## src/rtl/vga_output_stage_if.sv

```systemverilog
// ---------------------------------------------------------------------------
// vga_output_stage_if
//
// Pixel bus between a sync/pixel generator and the VGA output stage.
//
// Signals (named from the output stage's point of view):
//   i_hsync, i_vsync   active-high syncs from the sync generator
//   i_visible          pixel lies in the active area
//   i_hpos, i_vpos     10-bit pixel coordinates
//   i_r, i_g, i_b      8-bit pixel colour
//   i_dither_set       load strobe for the dither-enable register
//   i_dither_val       value loaded when i_dither_set=1
//   o_vga_hsync/vsync  pin-level syncs
//   o_vga_red/grn/blu  3-bit pin-level colour
//   o_frame_start      one-cycle pulse at the start of each frame
//   o_frame_count      8-bit wrapping frame counter
//   o_dither_en        current dither-enable state
//
// Modports:
//   master  pixel source side (drives the i_* signals)
//   slave   output stage side (drives the o_* signals)
// ---------------------------------------------------------------------------
interface vga_output_stage_if;
    logic       i_hsync;
    logic       i_vsync;
    logic       i_visible;
    logic [9:0] i_hpos;
    logic [9:0] i_vpos;
    logic [7:0] i_r;
    logic [7:0] i_g;
    logic [7:0] i_b;
    logic       i_dither_set;
    logic       i_dither_val;
    logic       o_vga_hsync;
    logic       o_vga_vsync;
    logic [2:0] o_vga_red;
    logic [2:0] o_vga_grn;
    logic [2:0] o_vga_blu;
    logic       o_frame_start;
    logic [7:0] o_frame_count;
    logic       o_dither_en;

    modport master (
        output i_hsync, i_vsync, i_visible, i_hpos, i_vpos,
               i_r, i_g, i_b, i_dither_set, i_dither_val,
        input  o_vga_hsync, o_vga_vsync, o_vga_red, o_vga_grn, o_vga_blu,
               o_frame_start, o_frame_count, o_dither_en
    );

    modport slave (
        input  i_hsync, i_vsync, i_visible, i_hpos, i_vpos,
               i_r, i_g, i_b, i_dither_set, i_dither_val,
        output o_vga_hsync, o_vga_vsync, o_vga_red, o_vga_grn, o_vga_blu,
               o_frame_start, o_frame_count, o_dither_en
    );
endinterface

```

## src/rtl/vga_output_stage.sv

```systemverilog
// ---------------------------------------------------------------------------
// vga_output_stage
//
// Two-stage registered VGA output path: ordered (Bayer 4x4) dithering of
// 8-bit colour down to 3-bit pins, blanking outside the active area,
// optional sync inversion and frame-start detection / counting.
//
// Parameters:
//   INVERT_SYNC     1 = pin syncs are the inverse of the input syncs
//   DITHER_DEFAULT  dither-enable value loaded on reset
//
// Ports:
//   i_clk    pixel clock, the only clock
//   i_reset  synchronous active-high reset
//   bus      pixel bus (vga_output_stage_if.slave)
//
// Latency is 2 cycles for syncs, colour and frame_start alike.
// ---------------------------------------------------------------------------
module vga_output_stage #(
    parameter bit INVERT_SYNC    = 1'b0,
    parameter bit DITHER_DEFAULT = 1'b1
) (
    input logic               i_clk,
    input logic               i_reset,
    vga_output_stage_if.slave bus
);

    // Bayer matrix flattened as {row, col} = {vpos[1:0], hpos[1:0]}
    localparam logic [3:0] BAYER [16] = '{
        4'd0,  4'd8,  4'd2,  4'd10,
        4'd12, 4'd4,  4'd14, 4'd6,
        4'd3,  4'd11, 4'd1,  4'd9,
        4'd15, 4'd7,  4'd13, 4'd5
    };

    logic [7:0] colour_in [3];
    logic [8:0] sum_d     [3];
    logic [8:0] sum_q     [3];
    logic [2:0] quant_d   [3];
    logic [2:0] colour_q  [3];

    logic       hsync_s1_q, vsync_s1_q, visible_s1_q, edge_s1_q;
    logic       hsync_o_q, vsync_o_q, frame_start_q;
    logic [7:0] frame_count_q, frame_count_d;
    logic       dither_en_q, dither_en_d;
    logic       armed_q, armed_d;
    logic       edge_d;
    logic [3:0] threshold_d;
    logic       unused_pos_bits;

    // Only the low two coordinate bits select the matrix cell.
    assign unused_pos_bits = ^{bus.i_hpos[9:2], bus.i_vpos[9:2]};

    assign colour_in[0] = bus.i_r;
    assign colour_in[1] = bus.i_g;
    assign colour_in[2] = bus.i_b;

    always_comb begin
        threshold_d   = dither_en_q ? BAYER[{bus.i_vpos[1:0], bus.i_hpos[1:0]}] : 4'd0;
        dither_en_d   = bus.i_dither_set ? bus.i_dither_val : dither_en_q;
        // armed_q records that a low vsync has been sampled since reset, so a
        // vsync already high at reset release cannot count as a rising edge.
        armed_d       = armed_q | ~bus.i_vsync;
        edge_d        = bus.i_vsync & ~vsync_s1_q & armed_q;
        frame_count_d = frame_count_q + {7'd0, edge_s1_q};
    end

    // Per-channel dither add (stage 1) and saturate/blank (stage 2)
    generate
        for (genvar gi = 0; gi < 3; gi++) begin : g_chan
            assign sum_d[gi]   = {1'b0, colour_in[gi]} + {4'd0, threshold_d, 1'b0};
            assign quant_d[gi] = !visible_s1_q       ? 3'd0 :
                                 (sum_q[gi] > 9'd255) ? 3'd7 : sum_q[gi][7:5];

            always_ff @(posedge i_clk) begin
                if (i_reset) begin
                    sum_q[gi]    <= 9'd0;
                    colour_q[gi] <= 3'd0;
                end else begin
                    sum_q[gi]    <= sum_d[gi];
                    colour_q[gi] <= quant_d[gi];
                end
            end
        end
    endgenerate

    always_ff @(posedge i_clk) begin
        if (i_reset) begin
            hsync_s1_q    <= 1'b0;
            vsync_s1_q    <= 1'b0;
            visible_s1_q  <= 1'b0;
            edge_s1_q     <= 1'b0;
            armed_q       <= 1'b0;
            hsync_o_q     <= INVERT_SYNC;
            vsync_o_q     <= INVERT_SYNC;
            frame_start_q <= 1'b0;
            frame_count_q <= 8'd0;
            dither_en_q   <= DITHER_DEFAULT;
        end else begin
            hsync_s1_q    <= bus.i_hsync;
            vsync_s1_q    <= bus.i_vsync;
            visible_s1_q  <= bus.i_visible;
            edge_s1_q     <= edge_d;
            armed_q       <= armed_d;
            hsync_o_q     <= hsync_s1_q ^ INVERT_SYNC;
            vsync_o_q     <= vsync_s1_q ^ INVERT_SYNC;
            frame_start_q <= edge_s1_q;
            frame_count_q <= frame_count_d;
            dither_en_q   <= dither_en_d;
        end
    end

    assign bus.o_vga_hsync   = hsync_o_q;
    assign bus.o_vga_vsync   = vsync_o_q;
    assign bus.o_vga_red     = colour_q[0];
    assign bus.o_vga_grn     = colour_q[1];
    assign bus.o_vga_blu     = colour_q[2];
    assign bus.o_frame_start = frame_start_q;
    assign bus.o_frame_count = frame_count_q;
    assign bus.o_dither_en   = dither_en_q;

endmodule

```

## src/flat_wrapper.sv

```systemverilog
// flat-port wrapper written by rule: the top's interface ports become plain ports
module vga_output_stage_flat 
#(
    parameter bit INVERT_SYNC    = 1'b0,
    parameter bit DITHER_DEFAULT = 1'b1
)
  (i_clk, i_reset, bus_i_hsync, bus_i_vsync, bus_i_visible, bus_i_hpos, bus_i_vpos, bus_i_r, bus_i_g, bus_i_b, bus_i_dither_set, bus_i_dither_val, bus_o_vga_hsync, bus_o_vga_vsync, bus_o_vga_red, bus_o_vga_grn, bus_o_vga_blu, bus_o_frame_start, bus_o_frame_count, bus_o_dither_en);
  vga_output_stage_if bus_i ();
  input logic i_clk;
  input logic i_reset;
  input wire logic [$bits(bus_i.i_hsync)-1:0] bus_i_hsync;
  input wire logic [$bits(bus_i.i_vsync)-1:0] bus_i_vsync;
  input wire logic [$bits(bus_i.i_visible)-1:0] bus_i_visible;
  input wire logic [$bits(bus_i.i_hpos)-1:0] bus_i_hpos;
  input wire logic [$bits(bus_i.i_vpos)-1:0] bus_i_vpos;
  input wire logic [$bits(bus_i.i_r)-1:0] bus_i_r;
  input wire logic [$bits(bus_i.i_g)-1:0] bus_i_g;
  input wire logic [$bits(bus_i.i_b)-1:0] bus_i_b;
  input wire logic [$bits(bus_i.i_dither_set)-1:0] bus_i_dither_set;
  input wire logic [$bits(bus_i.i_dither_val)-1:0] bus_i_dither_val;
  output wire logic [$bits(bus_i.o_vga_hsync)-1:0] bus_o_vga_hsync;
  output wire logic [$bits(bus_i.o_vga_vsync)-1:0] bus_o_vga_vsync;
  output wire logic [$bits(bus_i.o_vga_red)-1:0] bus_o_vga_red;
  output wire logic [$bits(bus_i.o_vga_grn)-1:0] bus_o_vga_grn;
  output wire logic [$bits(bus_i.o_vga_blu)-1:0] bus_o_vga_blu;
  output wire logic [$bits(bus_i.o_frame_start)-1:0] bus_o_frame_start;
  output wire logic [$bits(bus_i.o_frame_count)-1:0] bus_o_frame_count;
  output wire logic [$bits(bus_i.o_dither_en)-1:0] bus_o_dither_en;
  assign bus_i.i_hsync = bus_i_hsync;
  assign bus_i.i_vsync = bus_i_vsync;
  assign bus_i.i_visible = bus_i_visible;
  assign bus_i.i_hpos = bus_i_hpos;
  assign bus_i.i_vpos = bus_i_vpos;
  assign bus_i.i_r = bus_i_r;
  assign bus_i.i_g = bus_i_g;
  assign bus_i.i_b = bus_i_b;
  assign bus_i.i_dither_set = bus_i_dither_set;
  assign bus_i.i_dither_val = bus_i_dither_val;
  assign bus_o_vga_hsync = bus_i.o_vga_hsync;
  assign bus_o_vga_vsync = bus_i.o_vga_vsync;
  assign bus_o_vga_red = bus_i.o_vga_red;
  assign bus_o_vga_grn = bus_i.o_vga_grn;
  assign bus_o_vga_blu = bus_i.o_vga_blu;
  assign bus_o_frame_start = bus_i.o_frame_start;
  assign bus_o_frame_count = bus_i.o_frame_count;
  assign bus_o_dither_en = bus_i.o_dither_en;
  vga_output_stage #(.INVERT_SYNC(INVERT_SYNC), .DITHER_DEFAULT(DITHER_DEFAULT)) u_core (.i_clk(i_clk), .i_reset(i_reset), .bus(bus_i));
endmodule
```

## config.mk

```make
export PLATFORM = sky130hd
export DESIGN_NAME = vga_output_stage_flat
export DESIGN_NICKNAME = d
export VERILOG_FILES = /design/src/rtl/vga_output_stage_if.sv /design/src/rtl/vga_output_stage.sv /design/src/flat_wrapper.sv
export SDC_FILE = /design/constraint.sdc
export NUM_CORES = 1
export LEC_CHECK = 0
export CAP_MARGIN = 40
export CORE_UTILIZATION = 30
export DETAILED_ROUTE_END_ITERATION = 8
export PLACE_DENSITY = 0.68
export SYNTH_ARGS = -nofsm -noshare
export SYNTH_HDL_FRONTEND = slang
export SYNTH_SLANG_ARGS = --single-unit
```

## constraint.sdc

```tcl
create_clock -name i_clk -period 2.65 [get_ports i_clk]
set_clock_uncertainty 0.2 [all_clocks]
set_input_delay 0.53 -clock i_clk [delete_from_list [all_inputs] [get_ports i_clk]]
set_output_delay 0.53 -clock i_clk [all_outputs]
set_load 0.05 [all_outputs]
```

==> impl_metrics.ini <==
[synth]
synth-adder-area-share_pct = 13.5
syn_area_per_cell_um2 = 9.28
synth_area_um2 = 1750
synth-simple-area-share_pct = 20.4
synth-xor-area-share_pct = 7.53
ys_seq_area_share_pct = 43.6
yosysUniqueCellTypes = 32
synth_compound_area_share_pct = 10.4
yosys_warnings = 0
syn-instance-count = 188
synth_fp_nets = 256
yosys_register_bits = 38
synth_largest_area_cell = dfxtp_1
synth_area_leaders = dfxtp_1 (44%), ha_1 (10%), nor2_1 (7.5%)
synth_top_area_share_pct = 43.6
synth_mux_area_share_pct = 0
synth_top_family_by_area = simple AND/OR/NAND/NOR gates

[detailed_routing]
wl_per_cell_um = 10.5
drt_wl_total_um = 3300
num_vias = 1372
drtPass1Iterations = 4
drtIter0Drc = 40
drc = 0
via_per_inst = 4.34
ant_nets = 0

[critical_path]
r2r_start = u_core.bus.o_dither_en$_SDFFE_PP1P_
arrival_ps = 2430
crit_path_end_kind = register
crit_fanout = 3
path_class = in2reg
reg2reg_setup_slack_ps = 510
worstRegToRegCells = 8
cp.required_ps = 2610
reg2reg_to = u_core.sum_q[1][7]$_SDFF_PP0_
start_kind = input pin

[pwr]
pwr-share-clk_pct = 29.7
p_leak_uw = 0.000994
internal-power_uw = 896
power.total_uw = 1220
switching_power_uw = 323
comb_power_share_pct = 20.7
vdd.ir_drop.worst_mv = 0.214
pwr-share-seq_pct = 49.6
swShare_pct = 26.5
power_density_nw_per_um2 = 502

[placed_design]
place_area_um2 = 2350
dp.cells = 309
port_buffers = 52
dp_hpwl_um = 2550
place_congestion = 0.861

[die]
num_rows = 27
die_w_um = 78.3
ioPinCount = 72
core_um2 = 5540
initial_core_util_pct = 31.5
dieArea_um2 = 6130
dieHeight_um = 78.3

[global_routing]
grt_max_degree = 29
antenna_found_initial = 0
grt_pass1_wl_um = 5640
grt_pass1_vias = 1285
gr-total-overflow = 0
grtUsageTotal_pct = 11.9

[clocking]
cts_buffers = 5
cts.sinks = 38
ctsResizeCount = 0
path_clk_slew_ps = 70
cts_setup_buffers = 0
htreeDepth = 2
insertion_delay_ps = 280
cts_tree = yes
cts_root_buf = clkbuf_8
cts_buffer_depth = 2
postCtsHoldBufs = 0

[sta]
whs_ps = 213
finalCritPeriodShare_pct = 93.2
rsz0062_at_grt = no
worst_pin_slew_ps = 514
hold_viol = 0
finalMaxSlewViolations = 0
setup_viol = 0
timing.fmax_mhz = 405
period_minus_slack_ps = 2470
slew_headroom_pct = 65.6

[min_path]
hp-start = u_core.vsync_s1_q$_SDFF_PP0_
hold_path_depth = 1
hp-class = reg2reg
hold-path-endpoint = u_core.edge_s1_q$_SDFF_PP0_

[layout]
postLayoutCellArea_um2 = 2430
final_cell_mix = clkdlybuf4s50_1 (52), dfxtp_1 (38), nor2_1 (35), inv_1 (14), ha_1 (14)
n_antenna_cell = 0
drive_above_1_share_pct = 6.15
final_common_cell = clkdlybuf4s50_1
fin_nets = 312
syn2layout_area_growth_pct = 39.2
fillers = 572
finalNonFillerCells = 316

[run_status]
run_status = finished clean

[run]
cap_viol_max_count = 0
-- metrics by stage --
| step | setup TNS [ps] | util (%) | setup WS, ps |
|---|---|---|---|
| finish | 0 | 43.9 | 179 |
| global route | 0 | 43.9 | 59.2 |
| CTS | 0 | 43.9 | 172 |
| detailed placement | -292 | 42.4 | -105 |
| global placement | -275 | 42.4 | -99.3 |
| floorplan | 0 | - | 307 |
-- power by group through the flow --
stage / logic, µW / clock network [µW] / registers, µW
after floorplan: 135 / 0 / 640
after global placement: 247 / 0 / 617
after detailed placement: 252 / 0 / 618
after CTS: 254 / 379 / 604
after global routing: 279 / 409 / 607
final: 252 / 362 / 604
-- worst max-delay path: stages --
cell and delay [ps]:
clkdlybuf4s50_1 420, and2_1 200, ha_1 220, fa_1 430
a211o_1 310, o2111ai_1 100, xor2_1 170, nor2_1 50
-- sequential cells by signal, indices dropped and copies added, names as in the netlist --
name,cells
u_core.bus.o_vga_hsync,1
u_core.colour_q,9
u_core.bus.o_vga_vsync,1
u_core.visible_s1_q,1
u_core.armed_q,1
u_core.vsync_s1_q,1
u_core.bus.o_frame_count,8
u_core.bus.o_dither_en,1
u_core.edge_s1_q,1
u_core.bus.o_frame_start,1
u_core.sum_q,12
u_core.hsync_s1_q,1
-- cell type report --
cell class                 count  area [µm²]  area share [%]
tap                           72        90.1            3.71
timing repair buffer          55         543            22.3
sequential                    38         761            31.3
clock buffer                   5        68.8            2.83
inverter                      14        52.6            2.16
multi-input combinational    130         905            37.2
clock inverter                 2        10.0           0.412
-- cell usage after synthesis, drive strengths merged --
library cell / instances
o211ai: 1
inv: 14
a21oi: 12
o2111ai: 1
nand2b: 3
a211oi: 1
xnor2: 8
and3: 3
nand2: 4
nor2: 35
fa: 3
a211o: 2
o22ai: 2
a21o: 2
nor3b: 1
nand4: 1
xor2: 7
o21ai: 1
clkbuf: 2
nor3: 4
dfxtp: 38
o2bb2ai: 1
o21a: 2
ha: 14
buf: 4
nor4b: 1
nand3: 5
nand4b: 2
and2: 4
a21boi: 1
nor2b: 9
-- layer usage --
metal / up-vias / global-route usage [%] / wire, µm
met2: 40 / 19.1 / 1550
met4: 0 / 4.44 / 45
li1: 727 / - / -
met5: - / 0 / 0
met3: 4 / 3.14 / 154
met1: 601 / 15.1 / 1560
-- how the worst max path moves through the flow --
stage | from | endpoint | slack (ps)
CTS | bus_i_vpos[1] | u_core.sum_q[1][7]$_SDFF_PP0_ | 170
global placement | bus_i_vpos[1] | u_core.sum_q[0][7]$_SDFF_PP0_ | -100
finish | bus_i_vpos[1] | u_core.sum_q[0][7]$_SDFF_PP0_ | 180
global route | bus_i_vpos[1] | u_core.sum_q[1][5]$_SDFF_PP0_ | 60
detailed placement | bus_i_vpos[1] | u_core.sum_q[1][7]$_SDFF_PP0_ | -100
floorplan | u_core.bus.o_dither_en$_SDFFE_PP1P_ | u_core.sum_q[1][7]$_SDFF_PP0_ | 310
-- logic make-up (layout without fill, tap and decap cells) --
logic type	after synthesis	count (layout)
simple gates	72	72
xor+xnor	15	15
fa+ha+maj	17	17
buf+inv	20	76
compound gates	26	26
flops	38	38
Power figures use the tool's default switching activity.
==> edit: new RTL, same flow settings <==
`INVERT_SYNC` is set to 1'b0 in 2 places; all go to 1'b1.
--- a/src/rtl/vga_output_stage.sv
+++ b/src/rtl/vga_output_stage.sv
@@ -17,7 +17,7 @@
 // Latency is 2 cycles for syncs, colour and frame_start alike.
 // ---------------------------------------------------------------------------
 module vga_output_stage #(
-    parameter bit INVERT_SYNC    = 1'b0,
+    parameter bit INVERT_SYNC    = 1'b1,
     parameter bit DITHER_DEFAULT = 1'b1
 ) (
     input logic               i_clk,
--- a/src/flat_wrapper.sv
+++ b/src/flat_wrapper.sv
@@ -1,7 +1,7 @@
 // flat-port wrapper written by rule: the top's interface ports become plain ports
 module vga_output_stage_flat 
 #(
-    parameter bit INVERT_SYNC    = 1'b0,
+    parameter bit INVERT_SYNC    = 1'b1,
     parameter bit DITHER_DEFAULT = 1'b1
 )
   (i_clk, i_reset, bus_i_hsync, bus_i_vsync, bus_i_visible, bus_i_hpos, bus_i_vpos, bus_i_r, bus_i_g, bus_i_b, bus_i_dither_set, bus_i_dither_val, bus_o_vga_hsync, bus_o_vga_vsync, bus_o_vga_red, bus_o_vga_grn, bus_o_vga_blu, bus_o_frame_start, bus_o_frame_count, bus_o_dither_en);
Formal check against the unedited RTL: not equivalent (a bounded check fails within 4 cycles, from zero or initial values and one cycle with i_reset high).
==> edit against the original RTL <==
Power is 19% higher. Wire length is 1.0% higher. Maximum frequency is 1.8% higher. Combinational power is 2% lower. Sequential cell count stayed put. Worst setup slack better by 44 ps. Critical path depth is 1 higher. Synthesized area is 1.2% higher. Design area is 3.2% higher. Clock power is 66% higher. Largest cell class unchanged. Largest power group unchanged.
==> edit: results (changes against the original RTL) <==
[run_status]
run_status=complete, no violations  ; unchanged

[layout]
layout-drive-gt1-share_pct=6.557  ; was 6.148%
largest_register_ffs=12  ; unchanged
fill_cells=556  ; was 572
n_antenna_cell=0  ; unchanged
registers.top_by_ff_count=u_core.sum_q  ; unchanged

[global_routing]
grt_max_degree=16  ; was 29
antenna_found_initial=0  ; unchanged
grt_overflow=0  ; unchanged
grt_pass1_wl_um=5513  ; was 5637 µm
grt_pass1_vias=1303  ; was 1285
grt.total_usage_pct=11.59  ; was 11.87%

[power_and_ir_drop]
clkPwrFrac_pct=41.4  ; was 29.7%
power.total_w=0.001450  ; was 0.001219 W
p_sw_share_pct=22.86  ; was 26.49%
vdd_ir_drop_max_v=0.0002431  ; was 0.0002144 V
powerComb_w=0.000246  ; was 0.000252 W
leakage_nw=1.022  ; was 0.9936 nW

[timing]
timing.hold.ws_ps=187.8  ; was 213.4 ps
tightest_slew_ps=507.3  ; was 514.1 ps
fmax_ghz=0.4121  ; was 0.4047 GHz

[cts]
cts_setup_buffers=0  ; unchanged
htree_num_levels=2  ; unchanged
path_clk_slew_ps=70  ; about the same
clk-insertion-delay-late_ps=290
cts-root-buf=clkbuf_8  ; unchanged
clockBufferDepth=2  ; unchanged

[yosys]
ys_top_cells_by_area=dfxtp_1 (43%), ha_1 (9.9%), nor2_1 (7.0%)  ; was dfxtp_1 (44%), ha_1 (10%), nor2_1 (7.5%)
synth_compound_area_share_pct=11.61  ; was 10.39%
ys_warn_count=0  ; unchanged
yosys-top-cells-count=dfxtp_1 (38), nor2_1 (33), ha_1 (14), inv_1 (14), a21oi_1 (10)  ; was dfxtp_1 (38), nor2_1 (35), ha_1 (14), inv_1 (14), a21oi_1 (10)
seq_area_frac_synth_pct=43.06  ; was 43.58%
synthAdderAreaFrac_pct=13.31  ; was 13.48%
synth_xor_area_share_pct=6.941  ; was 7.527%
async_reset_ff_share_pct=0  ; unchanged
syn-instance-count=188  ; unchanged
yosys-mux-area-fraction_pct=0  ; unchanged
synth.distinct_cells=26  ; was 32

[drt]
drt_iter0_markers=71  ; was 40
drt_pre_antenna_iters=4  ; unchanged
routed_via_density=4.342  ; unchanged
ant_nets=0  ; unchanged
drt-total-wl_um=3336  ; was 3303 µm

[critical_path]
slowest_delay_ps=490  ; was 430 ps
r2r_slack_ps=540  ; was 510 ps
cp_max_fo=3  ; unchanged
cpLargestDelayFamily=adder cells  ; unchanged
crit_slowest_cell=clkdlybuf4s50_1  ; was fa_1
worstPathArrival_ps=2400  ; was 2430 ps

[placed_design]
placed_area_um2=2366  ; was 2351 µm²
place_inst=308  ; was 309
place_ws_ps=-72.82  ; was -105.0 ps
gp_congestion=0.7798  ; was 0.8608
dp_hpwl_um=2616  ; was 2547 µm
port_buffers=52  ; unchanged

[hold_path]
hold_class=flip-flop to flip-flop  ; unchanged

[run]
maxCapViolations=0  ; unchanged

==> edit: final timing paths <==
| check | end | cells past startpoint | startpoint |
|---|---|---|---|
| setup reg to reg | u_core.sum_q[1][7] | 8 | u_core.bus.o_dither_en |
| hold reg to reg | u_core.bus.o_vga_hsync | 1 | u_core.hsync_s1_q |
| setup / recovery | u_core.sum_q[1][7] | 9 | bus_i_vpos[1] |
| hold / removal | u_core.bus.o_vga_hsync | 1 | u_core.hsync_s1_q |
==> edit: cell type report <==
type / instances / area share (%)
multi-input combinational: 130 / 36.96
clock buffer: 6 / 3.292
inverter: 14 / 2.095
clock inverter: 2 / 2.394
sequential: 38 / 30.32
timing repair buffer: 54 / 21.35
tap: 72 / 3.591
==> edit: metal layers <==
metal	global-route usage (%)	routed length (µm)	vias to the layer above
li1	-	-	729
met1	13.05	1578	607
met2	20.09	1551	30
met3	2.529	122	6
met4	6.667	83	0
met5	0	0	-
